==> config.mk <==
export PLATFORM = sky130hd
export DESIGN_NAME = display_arbiter
export DESIGN_NICKNAME = d
export VERILOG_FILES = /design/src/rtl/display_pkg.sv /design/src/rtl/display_blink_timer.sv /design/src/rtl/display_arbiter.sv
export SDC_FILE = /design/constraint.sdc
export NUM_CORES = 1
export LEC_CHECK = 0
export ABC_AREA = 1
export ABC_CLOCK_PERIOD_IN_PS = 1300
export BUFFER_PORTS_ARGS = -buffer_cell sky130_fd_sc_hd__buf_2
export CORE_MARGIN = 8
export CORE_UTILIZATION = 40
export DETAILED_ROUTE_END_ITERATION = 10
export PLACE_DENSITY = 0.71
export SYNTH_ARGS = -nofsm -noshare
export SYNTH_HDL_FRONTEND = slang
export SYNTH_SLANG_ARGS = --single-unit
export TNS_END_PERCENT = 50
==> constraint.sdc <==
create_clock -name i_clk -period 1.3 [get_ports i_clk]
set_clock_uncertainty 0.15 [all_clocks]
set_input_delay 0.065 -clock i_clk [delete_from_list [all_inputs] [get_ports i_clk]]
set_output_delay 0.065 -clock i_clk [all_outputs]
set_load 0.01 [all_outputs]
==> src/rtl/display_pkg.sv <==
// display_pkg: shared definitions for the display write arbiter.
//   state_e        - arbiter FSM states (IDLE, ACK)
//   NUM_REQ        - number of write requesters (0 = CPU MMIO, 1 = debug monitor)
//   NUM_DISP_REGS  - number of display byte registers
//   NUM_DIGITS     - number of 7-segment digits (two per display byte)
//   ADDR_MASK      - write address that targets the blink mask register
//   pick_winner()  - arbitration rule: single requester wins, round-robin on a tie
package display_pkg;

  typedef enum logic {
    IDLE,
    ACK
  } state_e;

  localparam int unsigned NUM_REQ       = 2;
  localparam int unsigned NUM_DISP_REGS = 3;
  localparam int unsigned NUM_DIGITS    = 2 * NUM_DISP_REGS;
  localparam logic [1:0]  ADDR_MASK     = 2'd3;

  // Index of the requester granted this cycle. Only meaningful when any valid bit is set.
  function automatic logic pick_winner(input logic [NUM_REQ-1:0] valid, input logic rr);
    if (valid == 2'b11) begin
      return rr;
    end
    return valid[1];
  endfunction

endpackage

==> src/rtl/display_blink_timer.sv <==
// display_blink_timer: free-running blink phase generator.
//   BLINK_DIV  - phase half-period in clock cycles (>= 2)
//   clk        - clock, rising edge
//   rst_n      - asynchronous active-low reset (counter and phase cleared)
//   phase      - blink phase; toggles every BLINK_DIV cycles
module display_blink_timer #(
  parameter logic [23:0] BLINK_DIV = 24'd12_500_000
) (
  input  logic clk,
  input  logic rst_n,
  output logic phase
);

  logic [23:0] cnt_q;
  logic        phase_q;

  always_ff @(posedge clk or negedge rst_n) begin
    if (!rst_n) begin
      cnt_q   <= 24'd0;
      phase_q <= 1'b0;
    end else if (cnt_q == BLINK_DIV - 24'd1) begin
      cnt_q   <= 24'd0;
      phase_q <= ~phase_q;
    end else begin
      cnt_q <= cnt_q + 24'd1;
    end
  end

  assign phase = phase_q;

endmodule

==> src/rtl/display_arbiter.sv <==
// display_arbiter: two-requester write arbiter for the display register file.
// Each accepted write takes one IDLE (grant) cycle and one ACK cycle, so at
// most one write completes every two cycles. Ties are broken by a round-robin
// pointer that always moves to the loser, so a waiting requester is served next.
//
// Optional feature: define DISPLAY_BLINK_EN to add the blink mask register and
// the blink timer. Without it, address-3 writes are acknowledged but dropped and
// o_blank is tied low.
//
// Ports:
//   i_clk    - clock, rising edge
//   i_rst_n  - asynchronous active-low reset
//   i_valid  - per-requester write request (0 = CPU MMIO, 1 = debug monitor)
//   i_addr   - per-requester target: 0..2 display byte, 3 blink mask
//   i_data   - per-requester write data
//   o_ready  - one-cycle write acknowledge (at most one bit set)
//   o_regs   - display byte registers for the 7-segment decoder bank
//   o_blank  - per-digit blank; bit 2k = low nibble of o_regs[k], 2k+1 = high nibble
//   o_busy   - high during the ACK cycle
module display_arbiter
  import display_pkg::*;
#(
  parameter logic [23:0] BLINK_DIV = 24'd12_500_000
) (
  input  logic                                i_clk,
  input  logic                                i_rst_n,
  input  logic [NUM_REQ-1:0]                  i_valid,
  input  logic [NUM_REQ-1:0][1:0]             i_addr,
  input  logic [NUM_REQ-1:0][7:0]             i_data,
  output logic [NUM_REQ-1:0]                  o_ready,
  output logic [NUM_DISP_REGS-1:0][7:0]       o_regs,
  output logic [NUM_DIGITS-1:0]               o_blank,
  output logic                                o_busy
);

  state_e                          state_q;
  logic                            rr_q;
  logic [NUM_DISP_REGS-1:0][7:0]   regs_q;
  logic [NUM_REQ-1:0]              ready_q;
  logic                            busy_q;

  logic                            winner;
  logic [1:0]                      win_addr;
  logic [7:0]                      win_data;

  // Winner and its payload are resolved combinationally from the held request
  // and captured on the grant edge; inputs seen during ACK are ignored.
  always_comb begin
    winner   = pick_winner(i_valid, rr_q);
    win_addr = i_addr[winner];
    win_data = i_data[winner];
  end

`ifdef DISPLAY_BLINK_EN
  logic [NUM_DIGITS-1:0] mask_q;
  logic                  phase;
`endif

  always_ff @(posedge i_clk or negedge i_rst_n) begin
    if (!i_rst_n) begin
      state_q <= IDLE;
      rr_q    <= 1'b0;
      regs_q  <= '0;
      ready_q <= '0;
      busy_q  <= 1'b0;
`ifdef DISPLAY_BLINK_EN
      mask_q  <= '0;
`endif
    end else begin
      unique case (state_q)
        IDLE: begin
          if (|i_valid) begin
            ready_q <= 2'b01 << winner;
            busy_q  <= 1'b1;
            rr_q    <= ~winner;
            state_q <= ACK;
            if (win_addr == ADDR_MASK) begin
`ifdef DISPLAY_BLINK_EN
              mask_q <= win_data[NUM_DIGITS-1:0];
`endif
            end else begin
              regs_q[win_addr] <= win_data;
            end
          end
        end
        ACK: begin
          ready_q <= '0;
          busy_q  <= 1'b0;
          state_q <= IDLE;
        end
        default: begin
          ready_q <= '0;
          busy_q  <= 1'b0;
          state_q <= IDLE;
        end
      endcase
    end
  end

`ifdef DISPLAY_BLINK_EN
  display_blink_timer #(
    .BLINK_DIV (BLINK_DIV)
  ) u_blink_timer (
    .clk   (i_clk),
    .rst_n (i_rst_n),
    .phase (phase)
  );

  assign o_blank = mask_q & {NUM_DIGITS{phase}};
`else
  // Blink period only matters when the timer is built in.
  logic unused_blink_div;
  assign unused_blink_div = ^BLINK_DIV;

  assign o_blank = '0;
`endif

  assign o_ready = ready_q;
  assign o_regs  = regs_q;
  assign o_busy  = busy_q;

endmodule

# ---- Yosys cells after proc, flatten, opt, wreduce, memory -nomap -nowiden
# Index checks and enable logic that the tools add are counted.
dict set report op_classes {
  eq_ne 3
  div 0
  shift 1
  bitwise_logic 3
  n_reduce_logical 4
  n_mux 16
  n_addsub 0
  n_lt_le_gt_ge 3
  mul 0
}
# cell n
set op_table {}
lappend op_table {{24-bit bitwise mux} 1}
lappend op_table {{8-bit two-way mux} 3}
lappend op_table {{8-bit demux with 2-bit select} 1}
lappend op_table {{2-bit two-way mux} 3}
lappend op_table {{1-bit two-way mux} 5}
lappend op_table {{2-bit equality test, second input constant} 2}
lappend op_table {{1-bit one-hot mux with 2 select lines} 2}
lappend op_table {{2-bit one-hot mux with 2 select lines} 1}
lappend op_table {{2-bit by 3-bit < comparator with 1-bit output, second input constant} 1}
lappend op_table {{1-bit inverter} 3}
lappend op_table {{3-bit AND reduction} 1}
lappend op_table {{2-bit by 1-bit >= comparator with 1-bit output, second input constant} 1}
lappend op_table {{1-bit by 2-bit < comparator with 1-bit output, second input constant} 1}
lappend op_table {{2-bit != test, second input constant} 1}
lappend op_table {{2-bit AND reduction} 1}
lappend op_table {{2-bit OR reduction} 1}
lappend op_table {{1-bit by 1-bit << shifter with 2-bit output, first input constant} 1}
lappend op_table {{1-bit logical AND} 1}
dict set report totals {
  ramBits 0
  latchBits 0
  output_inout_bits 33
  in_bits 24
  memories 0
  romBits 0
  reg_bits 29
  elab_cells 37
}

# ---- Logic depth before layout (Yosys ltp)
# Gate-level depths: netlist (run 1).
dict set report depth {
  word_depth 10
  mapped_depth 8
  depth_no_buf 8
}

# ---- Worst setup path before layout (run 1)
# Ideal clock, no wire load.
dict set report synth_timing {
  path_kind {register to register}
  start {register rr_q}
  end {register regs_q, in the netlist o_regs[10]}
  setup_slack_ps -57
  path_buffers 0
  path_stages_with_launch 9
  synth_period_minus_slack_ps 1357
  setup_time_ps 117
  arrival_ps 1090
  required_time_ps 1033
  path_cell_list {dfrtp_1 inv_1 nand2_1 nand2_2 nand2_1 nand2_1 nand3_1 nand2_1 nand2_1}
}
dict set report synth_between {
  elab_chain_len 9
  word_cells_on_any_way 15
  classes_between {order compare: 2; eq/ne: 1; mux: 9; bitwise: 1; reduce/logical: 2}
}
# element line
set synth_rtl {}
lappend synth_rtl {{start, declared} display_arbiter.sv:37} ;# logic rr_q;
lappend synth_rtl {{start signal, assigned} display_arbiter.sv:75} ;# rr_q <= ~winner;
lappend synth_rtl {{1-bit two-way mux (*)} display_pkg.sv:22} ;# if (valid == 2'b11) begin
lappend synth_rtl {{1-bit two-way mux (*)} display_pkg.sv:25} ;# return valid[1];
lappend synth_rtl {{2-bit two-way mux (implied by the code) (2 in a row)} display_arbiter.sv:50} ;# win_addr = i_addr[winner];
lappend synth_rtl {{2-bit by 3-bit < comparator with 1-bit output (implied by the code) / 2-bit by 1-bit >= comparator with 1-bit output (equally long branches)} display_arbiter.sv:82} ;# regs_q[win_addr] <= win_data;
lappend synth_rtl {{1-bit logical AND (implied by the code)} display_arbiter.sv:82}
lappend synth_rtl {{8-bit two-way mux (implied by the code)} display_arbiter.sv:82}
lappend synth_rtl {{8-bit demux with 2-bit select} display_arbiter.sv:82}
lappend synth_rtl {{24-bit bitwise mux} display_arbiter.sv:82}
lappend synth_rtl {{end signal, assigned by index} display_arbiter.sv:82}
lappend synth_rtl {{end, declared} display_arbiter.sv:38} ;# logic [NUM_DISP_REGS-1:0][7:0] regs_q;
# Every way passes the cells marked *; elsewhere a longest branch is shown, timed or not. The select of a mux whose other input is x is not followed.
# A chain may end at the register's enable or synchronous reset.

# ---- Final worst setup path (run 1)
dict set report layout_timing {
  start {register rr_q}
  end {register regs_q, in the netlist o_regs[3]}
}
# Same word-level chain as after synthesis.

==> metrics.md, run 1 <==
| Metric | Value |
|---|---|
| Switching pwr | 1230 µW |
| Final ANT Viol Nets | 0 |
| Sequential element share of the synthesized area | 52.8% |
| Endpoint class of the critical path | flop |
| Cell Pwr Density | 1530 nW/µm² |
| Net total in the final layout | 277 |
| Reg2Reg Setup Slack | -0.14 ns |
| IR Drop Worst-Case VDD | 0.947 mV |
| PnR worst setup slack | -0.141 ns |
| Post-Syn Instances | 170 |
| Post-synthesis area per instance | 8.08 µm² |
| WP data required | 1.37 ns |
| Setup repair after global routing missed its margin | true |
| Post-Place Worst Slack | -0.129 ns |
| Fraction of layout cells with a size suffix above 1 | 39.8% |
| Number of port buffers | 50 |
| Hold crit path type | input port to async pin |
| Arrival time reported for the critical path endpoint | 1.51 ns |
| Initial core utilization | 41.5% |
| Cell Rows | 21 |
| Cell seen most often among critical-path stages | nand2_1 |
| Largest net degree at the start of global routing | 18 |
| Cells on worst reg2reg path | 8 |
| Critical Setup Path Class | flop to flop |
| Non-filler instance count after layout | 300 |
| Total routing usage reported by global routing | 15.8% |
| Initial antenna violation count | 0 |
| Total count of hold-check failures in the final report | 0 |
| Critical-path cell list | inv_2 > nand2_4 > nand2_8 > clkinvlp_4 > nand2_1 > nand2_2 > nand2_1 > nand2_1 |
| Half-perimeter wire length after placement | 2840 µm |
| Number of flip-flops and latches in the synthesized netlist | 29 |
| Number of top-level design ports | 57 |
| Final weighted congestion of routability-driven global placement | 0.817 |
| Share of the cycle needed by the critical path after routing | 111% |
| Total Die Area | 5570 µm² |
| Final Slew Violations | 0 |
| LEAKAGE | 0.00114 µW |
| Via count of the first global-routing pass | 1410 |
| Aggregate routed wire length | 4190 µm |
| Largest fanout on the critical path | 8 |
| CP top delay family | simple AND/OR/NAND/NOR gates |
| Warnings, synthesis | 0 |
| Fmax | 0.694 GHz |
| Via-per-instance ratio | 4.54 |
| Status | finished, violations left |
| Netlist Area Pre-Place | 1370 µm² |
| CTS tree | yes |
| Synthesis-to-layout area growth | 52.4% |
| CTS H-Tree Depth | 2 |
| Number of sinks driven by the clock tree | 29 |
| Failing checks | negative setup slack |
| Number of setup violations in the final report | 24 |
| Number of optimization iterations in the first detailed-route pass | 5 |
| Clock network latency to the later pin of the worst-skew pair | 0.32 ns |
| Reg2reg start | rr_q |
| Endpoint of the lowest-slack register-to-register path | o_regs[3] |
| Cell Count Post-Placement | 271 |
| Count of distinct cell types in the synthesized netlist | 16 |
| Max Cap Viol | 0 |
| Number of CTS-inserted buffers | 5 |
| Global-route wire length before repair | 6580 µm |
| Avg WL per Cell | 14.0 µm |
| Final global-route overflow total | 0 |
| Slowest Stage Delay on Critical Path | 0.38 ns |
| Sum of negative setup slack | -2.45 ns |
| Int Pwr | 1980 µW |
| Max clock buf depth | 2 |
| Final cell utilization of the core | 63.2% |
| CTS root buf | clkbuf_4 |
| Share of power burned in combinational logic | 39.9% |
| Sw Share | 38.4% |
| Vert. Die Dim | 74.6 µm |
| Inserted Diodes | 0 |
| Part of the total power dissipated in the clock network | 16.3% |
| Flop pwr share | 43.8% |
| Critical-path cell with the highest stage delay | dfrtp_1 |
| Sum of buffers and inverters on the critical path | 2 |
| Count of vias placed by the detailed router | 1361 |
| Clock transition at the registers of the reported paths | 0.10 ns |
| Floorplan core area | 3310 µm² |
| Horizontal die dimension | 74.6 µm |
| Category of the worst setup path launch point | flop |
| DRC violation count after routing | 0 |
| Final period demand of the worst path | 1.44 ns |
| Starting DRT DRC Count | 56 |
worst register-to-register path, cell delays in order (launching register included):
cell and delay (ns):
dfrtp_1 0.38, inv_2 0.07, nand2_4 0.07, nand2_8 0.10, clkinvlp_4 0.20, nand2_1 0.16
nand2_2 0.08, nand2_1 0.08, nand2_1 0.05
registers in the layout (all words and copies together) (netlist names):
register  flops
o_regs       24
o_ready       2
o_busy        1
rr_q          1
state_q       1
how the worst max path moves through the flow:
stage | from | depth (start not counted) | to
finish | rr_q | 8 | o_regs[3]
detailed placement | rr_q | 8 | o_regs[16]
floorplan | rr_q | 8 | o_regs[10]
global placement | rr_q | 8 | o_regs[18]
CTS | rr_q | 8 | o_regs[3]
global route | rr_q | 8 | o_regs[21]
synth_stat cells, drive strengths merged:
cell type / number / share of area (%)
buf: 7 / 3.6
nand3b: 2 / 1.1
dfrtp: 29 / 53
o21ai: 1 / 0.36
nand3: 8 / 4.9
a21oi: 2 / 0.73
nand2: 109 / 30
inv: 6 / 1.6
nor2: 5 / 4.4
conb: 1 / 0.27
stage by stage:
| step | hold WS, ns | total power [µW] | cell area (µm²) |
|---|---|---|---|
| finish | 0.00803 | 3210 | 2090 |
| CTS | 0.00467 | 3200 | 2050 |
| global route | 0.0255 | 3450 | 2090 |
| floorplan | -0.381 | 2020 | 1400 |
| global placement | -0.170 | 2540 | 1730 |
| detailed placement | -0.171 | 2560 | 1730 |
placed cells by master (no fill, tap or decap), types with 5 or more instances in the layout:
master         count
nand2_2           13
buf_4              9
clkbuf_4           5
dfrtp_1           29
nand2_1           90
nand2_4            5
buf_2             50
conb_1             6
dlygate4sd3_1     17
kinds of logic after synthesis:
logic type / Yosys count / synth area share, %
AO/OA/AOI/OAI: 3 / 1.09
buffers and inverters: 13 / 5.28
flip-flops: 29 / 52.8
other: 1 / 0.273
AND/OR/NAND/NOR: 124 / 40.5
layer usage:
metal  track usage [%]  part of all wire (%)  up-vias
met5                 0                     0        -
met4              6.74                   1.3        0
met3              5.53                   7.9        5
met2              26.2                    51       41
met1              17.7                    40      639
li1                  -                     -      676
power by group through the flow:
stage	combinational [µW]	clock [µW]	sequential [µW]
floorplan	451	0	1570
global placement	1120	0	1420
detailed placement	1140	0	1420
CTS	1260	533	1400
global route	1420	577	1450
finish	1280	523	1410
repair_timing:
item / in CTS / in global routing
hold buffers: 17 / 0
pin swaps: 11 / 5
buffers inserted: 3 / 1
resized for setup: 23 / 7
endpoints found under the hold margin: 53 / 0
setup endpoints to repair: 24 / 24
final cells by class:
cell class,instances,area (µm²)
clock buffers,6,41.3
clock inverters,2,10.0
fillers,291,1220
inverters,6,26.3
multi-input cells,133,713
flip-flops and latches,29,726
well taps,46,57.6
repair buffers,78,519
(Power assumes the default switching activity.)
==> inputs of run 2 (changes only) <==
Settings changed: ABC_CLOCK_PERIOD_IN_PS 1300 to 1700, PLACE_DENSITY 0.71 to 0.69.
Clock period 1.3 ns to 1.7 ns, I/O delays scaled along.
==> run 2 against run 1 <==
Net effect:
- the run now ends clean
- cell area down 11%
- total power down 28%
- clock-buffer cell count unchanged
- clock power down 24%
- sequential cell count unchanged
- wire length down 11%
- cell count down 4.0%
- non-clock buffer count down 12
- global-route usage down 1.7 points
- largest power group unchanged
- highest routed layer unchanged
==> metrics.md, run 2 (synthesized netlist as in run 1, its figures left out) <==
| Metric | Value |
|---|---|
| Status | completed |
| Total count of hold-check failures in the final report | 0 (unchanged) |
| Cell Pwr Density | 1250 nW/µm² (-19%) |
| Post-Place Worst Slack | 0.150 ns (+0.279 ns) |
| Slew margin rel. | 57.4% |
| Int Pwr | 1450 µW (-27%) |
| Reg2reg start | rr_q |
| Share of power burned in combinational logic | 36.7% (-3.2 points) |
| Synthesis-to-layout area growth | 35.3% |
| Endpoint class of the critical path | flop |
| Final weighted congestion of routability-driven global placement | 0.833 (+1.9%) |
| Largest fanout on the critical path | 8 (unchanged) |
| IR Drop Worst-Case VDD | 0.527 mV (-44%) |
| Final global-route overflow total | 0 (unchanged) |
| Setup repair after global routing missed its margin | false |
| Cell Count Post-Placement | 265 (-2.2%) |
| Final Slew Violations | 0 (unchanged) |
| Horizontal die dimension | 74.6 µm (unchanged) |
| Total Die Area | 5570 µm² (unchanged) |
| Part of the total power dissipated in the clock network | 17.0% (+0.7 points) |
| Net total in the final layout | 265 (-4.3%) |
| Starting DRT DRC Count | 109 (+95%) |
| Floorplan core area | 3310 µm² (unchanged) |
| Fmax | 0.644 GHz (-7.2%) |
| Number of flip-flops under the largest register name | 24 (unchanged) |
| Sw Share | 37.6% (-0.78 points) |
| Worst hold start | i_data[14] |
| CTS H-Tree Depth | 2 (unchanged) |
| DRC violation count after routing | 0 (unchanged) |
| Half-perimeter wire length after placement | 2650 µm (-6.9%) |
| Arrival time reported for the critical path endpoint | 1.62 ns (+0.11 ns) |
| Largest net degree at the start of global routing | 30 (+12) |
| Timing startpoint of the critical path | rr_q |
| Resized Gates After CTS | 0 (-100%) |
| Reg2Reg Setup Slack | 0.15 ns (+0.29 ns) |
| PnR worst setup slack | 0.147 ns (+0.288 ns) |
| Final ANT Viol Nets | 0 (unchanged) |
| Non-filler instance count after layout | 288 (-4.0%) |
| Cells on worst reg2reg path | 8 (unchanged) |
| Global-route wire length before repair | 5750 µm (-13%) |
| WP data required | 1.77 ns (+0.40 ns) |
| Fraction of layout cells with a size suffix above 1 | 28.5% (-11 points) |
| Final period demand of the worst path | 1.55 ns (+0.112 ns) |
| CP endpoint | o_regs[20] |
| CTS root buf | clkbuf_4 |
| CTS tree | yes |
| Commonest cells after routing, fill and taps aside | 107 x nand2_1, 50 x buf_2, 29 x dfrtp_1 |
| LEAKAGE | 0.00107 µW (-6.5%) |
| Hold crit path type | input port to flop |
| Cell Rows | 21 (unchanged) |
| Most common library cell in the layout ignoring fill and taps | nand2_1 |
| Endpoint of the lowest-slack register-to-register path | o_regs[20] |
| Via count of the first global-routing pass | 1211 (-14%) |
| Number of sinks driven by the clock tree | 29 (unchanged) |
| Critical Setup Path Class | flop to flop |
| Post-CTS Setup Bufs | 0 (-3) |
| Initial core utilization | 41.5% (unchanged) |
| Count of vias placed by the detailed router | 1280 (-6.0%) |
| Switching pwr | 873 µW (-29%) |
| Share of the cycle needed by the critical path after routing | 91.3% (-20 points) |
| Number of setup violations in the final report | 0 (-100%) |
| Clock network latency to the later pin of the worst-skew pair | 0.32 ns (about the same) |
| Category of the worst setup path launch point | flop |
| Total power | 2320 µW (-28%) |
| Tightest Pin Transition | 0.639 ns |
| Inserted Diodes | 0 (unchanged) |
| Number of port buffers | 50 (unchanged) |
| Aggregate routed wire length | 3730 µm (-11%) |
| Number of CTS-inserted buffers | 5 (unchanged) |
| Total routing usage reported by global routing | 14.0% (-1.7 points) |
| Max clock buf depth | 2 (unchanged) |
| Number of top-level design ports | 57 (unchanged) |
| Flop pwr share | 46.3% (+2.5 points) |
| Number of optimization iterations in the first detailed-route pass | 4 (-1) |
| Sum of negative setup slack | 0 ns (+2.45 ns) |
| Via-per-instance ratio | 4.44 (-2.0%) |
| Vert. Die Dim | 74.6 µm (unchanged) |
| Initial antenna violation count | 0 (unchanged) |
| Clock transition at the registers of the reported paths | 0.10 ns (about the same) |
| Max Cap Viol | 0 (unchanged) |
| Avg WL per Cell | 13.0 µm (-7.1%) |
[run 2: per-layer routing]
metal | share of wire [%] | wire, µm | global-route usage [%] | up-vias
met4 | 2.2 | 81 | 7.83 | 0
met2 | 43 | 1590 | 21.2 | 51
li1 | - | - | - | 648
met3 | 8.7 | 324 | 4.99 | 7
met5 | 0 | 0 | 0 | -
met1 | 46 | 1730 | 16.9 | 574
[run 2: worst min path at each step]
stage,slack [ns],endpoint,cells after the start
after CTS,0.0007,o_regs[14],5
after floorplan,-0.36,o_busy,0
after global placement,0.002,o_busy,1
after global routing,0.01,o_regs[23],5
final,0.01,o_regs[14],5
after detailed placement,-0.0009,o_ready[1],1
[run 2: cell type report]
class,count,area (µm²)
fillers,323,1450
flip-flops and latches,29,726
multi-input cells,133,594
repair buffers,66,408
well taps,46,57.6
clock buffers,6,41.3
inverters,6,22.5
clock inverters,2,10.0
[run 2: critical path, cell delays in order (launching register included)]
cell	delay [ns]
dfrtp_1	0.37
inv_1	0.06
nand2_1	0.12
nand2_2	0.14
nand2_1	0.06
nand2_1	0.16
nand3_2	0.23
nand2_1	0.11
nand2_1	0.06
[run 2: metrics by stage]
| stage | instance area (µm²) | hold WS (ns) | utilization (%) |
|---|---|---|---|
| 3_3_place_gp | 1660 | 0.00198 | 50.1 |
| 2_1_floorplan | 1390 | -0.361 | - |
| 3_5_place_dp | 1660 | -0.000850 | 50.1 |
| 4_1_cts | 1860 | 0.000726 | 56.2 |
| 6_report | 1860 | 0.0137 | 56.2 |
| 5_1_grt | 1860 | 0.0102 | 56.2 |
[run 2: power by group through the flow]
stage               logic [µW]  clock network, µW  registers [µW]
CTS                        871                409            1080
global placement           827                  0            1090
detailed placement         841                  0            1090
global route               957                440            1110
floorplan                  340                  0            1200
finish                     853                396            1070
[run 2: repair_timing]
| action | 4_1_cts | 5_1_grt |
|---|---|---|
| setup endpoints to repair | 0 | 0 |
| endpoints found under the hold margin | 53 | 0 |
| hold buffers | 15 | 0 |
==> inputs of run 3 (changes only) <==
Settings changed: CTS_BUF_LIST from default to sky130_fd_sc_hd__clkbuf_8, SYNTH_HIERARCHICAL from default to 1.
==> run 3 against run 2 <==
Net effect:
- largest cell class unchanged
- via count down 4.5%
- clock-buffer cell count down 1
- total power up 4.5%
- sequential cell count unchanged
- cell area down 5.3%
- combinational power down 3.4%
- first-iteration DRC count down 35%
- highest routed layer unchanged
- global-route usage down 1.1 points
- non-clock buffer count down 13
- register-to-register slack about the same
- critical path depth unchanged
- maximum frequency down 2.8%
==> metrics.md, run 3 <==
| Metric | Value |
|---|---|
| Via count of the first global-routing pass | 1155 (-4.6%) |
| Post-CTS Setup Bufs | 0 (unchanged) |
| Category of the worst setup path launch point | input port |
| Clock transition at the registers of the reported paths | 0.06 ns (-0.04 ns) |
| Initial antenna violation count | 0 (unchanged) |
| Final ANT Viol Nets | 0 (unchanged) |
| Basic-gate share of the synthesized area counting and, or, nand and nor cells | 40.5% (unchanged) |
| Hold crit path type | input port to flop |
| Max clock buf depth | 2 (unchanged) |
| Compound-cell area share of the yosys netlist | 1.09% (unchanged) |
| Critical Setup Path Class | input port to flop |
| Cell seen most often among critical-path stages | nand2_1 |
| Half-perimeter wire length after placement | 2650 µm (unchanged) |
| Commonest cells after routing, fill and taps aside | 107 x nand2_1, 50 x buf_2, 29 x dfrtp_1 |
| Number of flip-flops under the largest register name | 24 (unchanged) |
| Resized Gates After CTS | 0 (unchanged) |
| Netlist Area Pre-Place | 1370 µm² (unchanged) |
| Xor-xnor portion of the synthesized cell area | 0% (unchanged) |
| Total routing usage reported by global routing | 13.0% (-1.1 points) |
| Floorplan core area | 3310 µm² (unchanged) |
| Total Die Area | 5570 µm² (unchanged) |
| Post-synthesis area per instance | 8.08 µm² (unchanged) |
| Largest net degree at the start of global routing | 30 (unchanged) |
| Net total in the final layout | 252 (-4.9%) |
| Starting DRT DRC Count | 71 (-35%) |
| Largest fanout on the critical path | 8 (unchanged) |
| WP data required | 1.72 ns (-0.05 ns) |
| Arrival time reported for the critical path endpoint | 1.61 ns (about the same) |
| CTS H-Tree Depth | 2 (unchanged) |
| Slowest Stage Delay on Critical Path | 0.53 ns (+0.16 ns) |
| Inserted Diodes | 0 (unchanged) |
| LEAKAGE | 0.00103 µW (-3.5%) |
| Final cell utilization of the core | 53.2% (-3.0 points) |
| Number of CTS-inserted buffers | 5 (unchanged) |
| Endpoint class of the critical path | flop |
| Sum of buffers and inverters on the critical path | 2 (+1) |
| Horizontal die dimension | 74.6 µm (unchanged) |
| Combinational family with the most area after synthesis | simple AND/OR/NAND/NOR gates |
| Sequential element share of the synthesized area | 52.8% (unchanged) |
| Number of optimization iterations in the first detailed-route pass | 4 (unchanged) |
| Post-route cell area | 1760 µm² (-5.3%) |
| Number of flip-flops and latches in the synthesized netlist | 29 (unchanged) |
| Slew margin rel. | 56.1% (-1.3 points) |
| Biggest area consumer among synthesized cells | dfrtp_1 |
| Fmax | 0.626 GHz (-2.8%) |
| Aggregate routed wire length | 3470 µm (-7.0%) |
| Tightest Pin Transition | 0.658 ns (+0.0197 ns) |
| Cell area after placement | 1660 µm² (unchanged) |
| Clock network latency to the later pin of the worst-skew pair | 0.28 ns (-0.04 ns) |
| Setup repair after global routing missed its margin | true |
| Critical-path cell with the highest stage delay | dlygate4sd3_1 |
| Avg WL per Cell | 12.6 µm (-2.6%) |
| Number of inserted filler cells in the final layout | 341 (+5.6%) |
| Post-Place Worst Slack | 0.150 ns (unchanged) |
| Max Cap Viol | 0 (unchanged) |
| Final period demand of the worst path | 1.60 ns (+0.0447 ns) |
| Initial core utilization | 41.5% (unchanged) |
| Cell with the most instances after synthesis | nand2_1 |
| Synth Area in Adders | 0% (unchanged) |
| Synthesis-to-layout area growth | 28.1% |
| Via-per-instance ratio | 4.44 (about the same) |
| Total power | 2430 µW (+4.5%) |
| Total area of sequential cells | 726 µm² (unchanged) |
| Number of sinks driven by the clock tree | 29 (unchanged) |
| Count of vias placed by the detailed router | 1222 (-4.5%) |
| IR Drop Worst-Case VDD | 0.537 mV (+1.9%) |
| Global-route wire length before repair | 5350 µm (-7.0%) |
| PnR worst setup slack | 0.102 ns (-0.0447 ns) |
| Number of top-level design ports | 57 (unchanged) |
| CTS root buf | clkbuf_8 |
| CP top delay family | simple AND/OR/NAND/NOR gates |
| Final weighted congestion of routability-driven global placement | 0.833 (unchanged) |
| Hold WS | 0.0176 ns (+0.00386 ns) |
| Cell Pwr Density | 1380 nW/µm² (+10%) |
| Synth async-reset ratio | 100% (unchanged) |
| Post-Syn Instances | 170 (unchanged) |
| Vert. Die Dim | 74.6 µm (unchanged) |
| CTS tree | yes |
| Most common library cell in the layout ignoring fill and taps | nand2_1 |
| Warnings, synthesis | 6 (+6) |
| Number of enable flip-flop cells after synthesis | 0 (unchanged) |
| Share of the cycle needed by the critical path after routing | 94.0% (+2.6 points) |
| Cell Rows | 21 (unchanged) |
| Final Slew Violations | 0 (unchanged) |
| Largest cells by area after synthesis | dfrtp_1 53%, nand2_1 29%, buf_4 3.3% |
| Flip-flop cell with the highest count after synthesis | dfrtp_1 |
| Count of distinct cell types in the synthesized netlist | 16 (unchanged) |
| Number of port buffers | 50 (unchanged) |
| DRC violation count after routing | 0 (unchanged) |
| Multi-input logic area | 594 µm² (unchanged) |
| Fraction of layout cells with a size suffix above 1 | 30.1% (+1.6 points) |
| Total count of hold-check failures in the final report | 0 (unchanged) |
| Critical-path cell list | dlygate4sd3_1 > buf_2 > nand2_1 > nand3_1 > nand2_1 > nand3_1 > nand2_1 > nand2_1 |
| Post-synthesis mux area share | 0% (unchanged) |
| Number of setup violations in the final report | 0 (unchanged) |
| Final global-route overflow total | 0 (unchanged) |
| Area share of the leading cell type in the synthesized netlist | 52.8% (unchanged) |
| Most instantiated cells after synthesis | 107 x nand2_1, 29 x dfrtp_1, 6 x buf_4, 6 x inv_1, 4 x nand3_1 |
| Status | completed |
## run 3: changes by cell type in the layout (fill, tap and decap cells not counted)
cell           previous run  this run
inv_1                     6         7
dlygate4sd3_1            15         2
clkbuf_8                  0         5
clkbuf_4                  5         0
clkbuf_1                  1         0
## run 3: worst paths after layout
| kind | from | endpoint | slack, ns | cells after the start |
|---|---|---|---|---|
| min in group asynchronous | i_rst_n | rr_q | 0.22 | 2 |
| worst min register to register | o_regs[6] | o_regs[6] | 0.32 | 2 |
| worst max register to register | rr_q | o_regs[23] | 0.14 | 8 |
| worst max-delay path | i_valid[0] | o_regs[15] | 0.10 | 8 |
| worst min-delay path | i_data[13] | o_regs[13] | 0.02 | 5 |
| max in group asynchronous | i_rst_n | o_regs[4] | 0.75 | 2 |
## run 3: kinds of logic (layout without fill, tap and decap cells)
logic type / after synthesis / after routing
AO/OA/AOI/OAI: 3 / 3
flip-flops: 29 / 29
buffers and inverters: 13 / 67
other: 1 / 6
AND/OR/NAND/NOR: 124 / 124
## run 3: worst reg2reg max path: stages, from the launching register on
cell,delay (ns)
dfrtp_1,0.36
inv_1,0.06
nand2_1,0.12
nand2_2,0.14
nand2_1,0.06
nand2_1,0.16
nand3_2,0.23
nand2_1,0.12
nand2_1,0.05
## run 3: layout make-up
cell class	count	share of cell area, %
timing repair buffer	53	15.8
sequential	29	41.2
inverter	6	1.28
clock inverter	3	0.782
tap	46	3.27
clock buffer	5	3.91
multi-input combinational	133	33.8
## run 3: per-stage QoR
stage          setup TNS (ns)  instances
2_1_floorplan               0        175
3_3_place_gp                0        265
3_5_place_dp                0        265
4_1_cts                     0        275
5_1_grt               -0.0815        275
6_report                    0        275
## run 3: report_power, final
group          switching (µW)  internal [µW]  leakage [µW]  total, µW
registers                 132            942      0.000352       1070
clock network             252            277     0.0000491        529
logic                     491            333      0.000629        824
## run 3: what timing repair did
item | CTS | global route
hold buffers | 2 | 0
endpoints found under the hold margin | 31 | 0
endpoints found under the setup margin | 0 | 8
## run 3: layer usage
metal	GRT usage, %	wire length (µm)	vias up
met5	0	0	-
met3	5.39	413	7
li1	-	-	620
met1	16.0	1580	546
met2	19.1	1420	49
met4	5.87	57	0
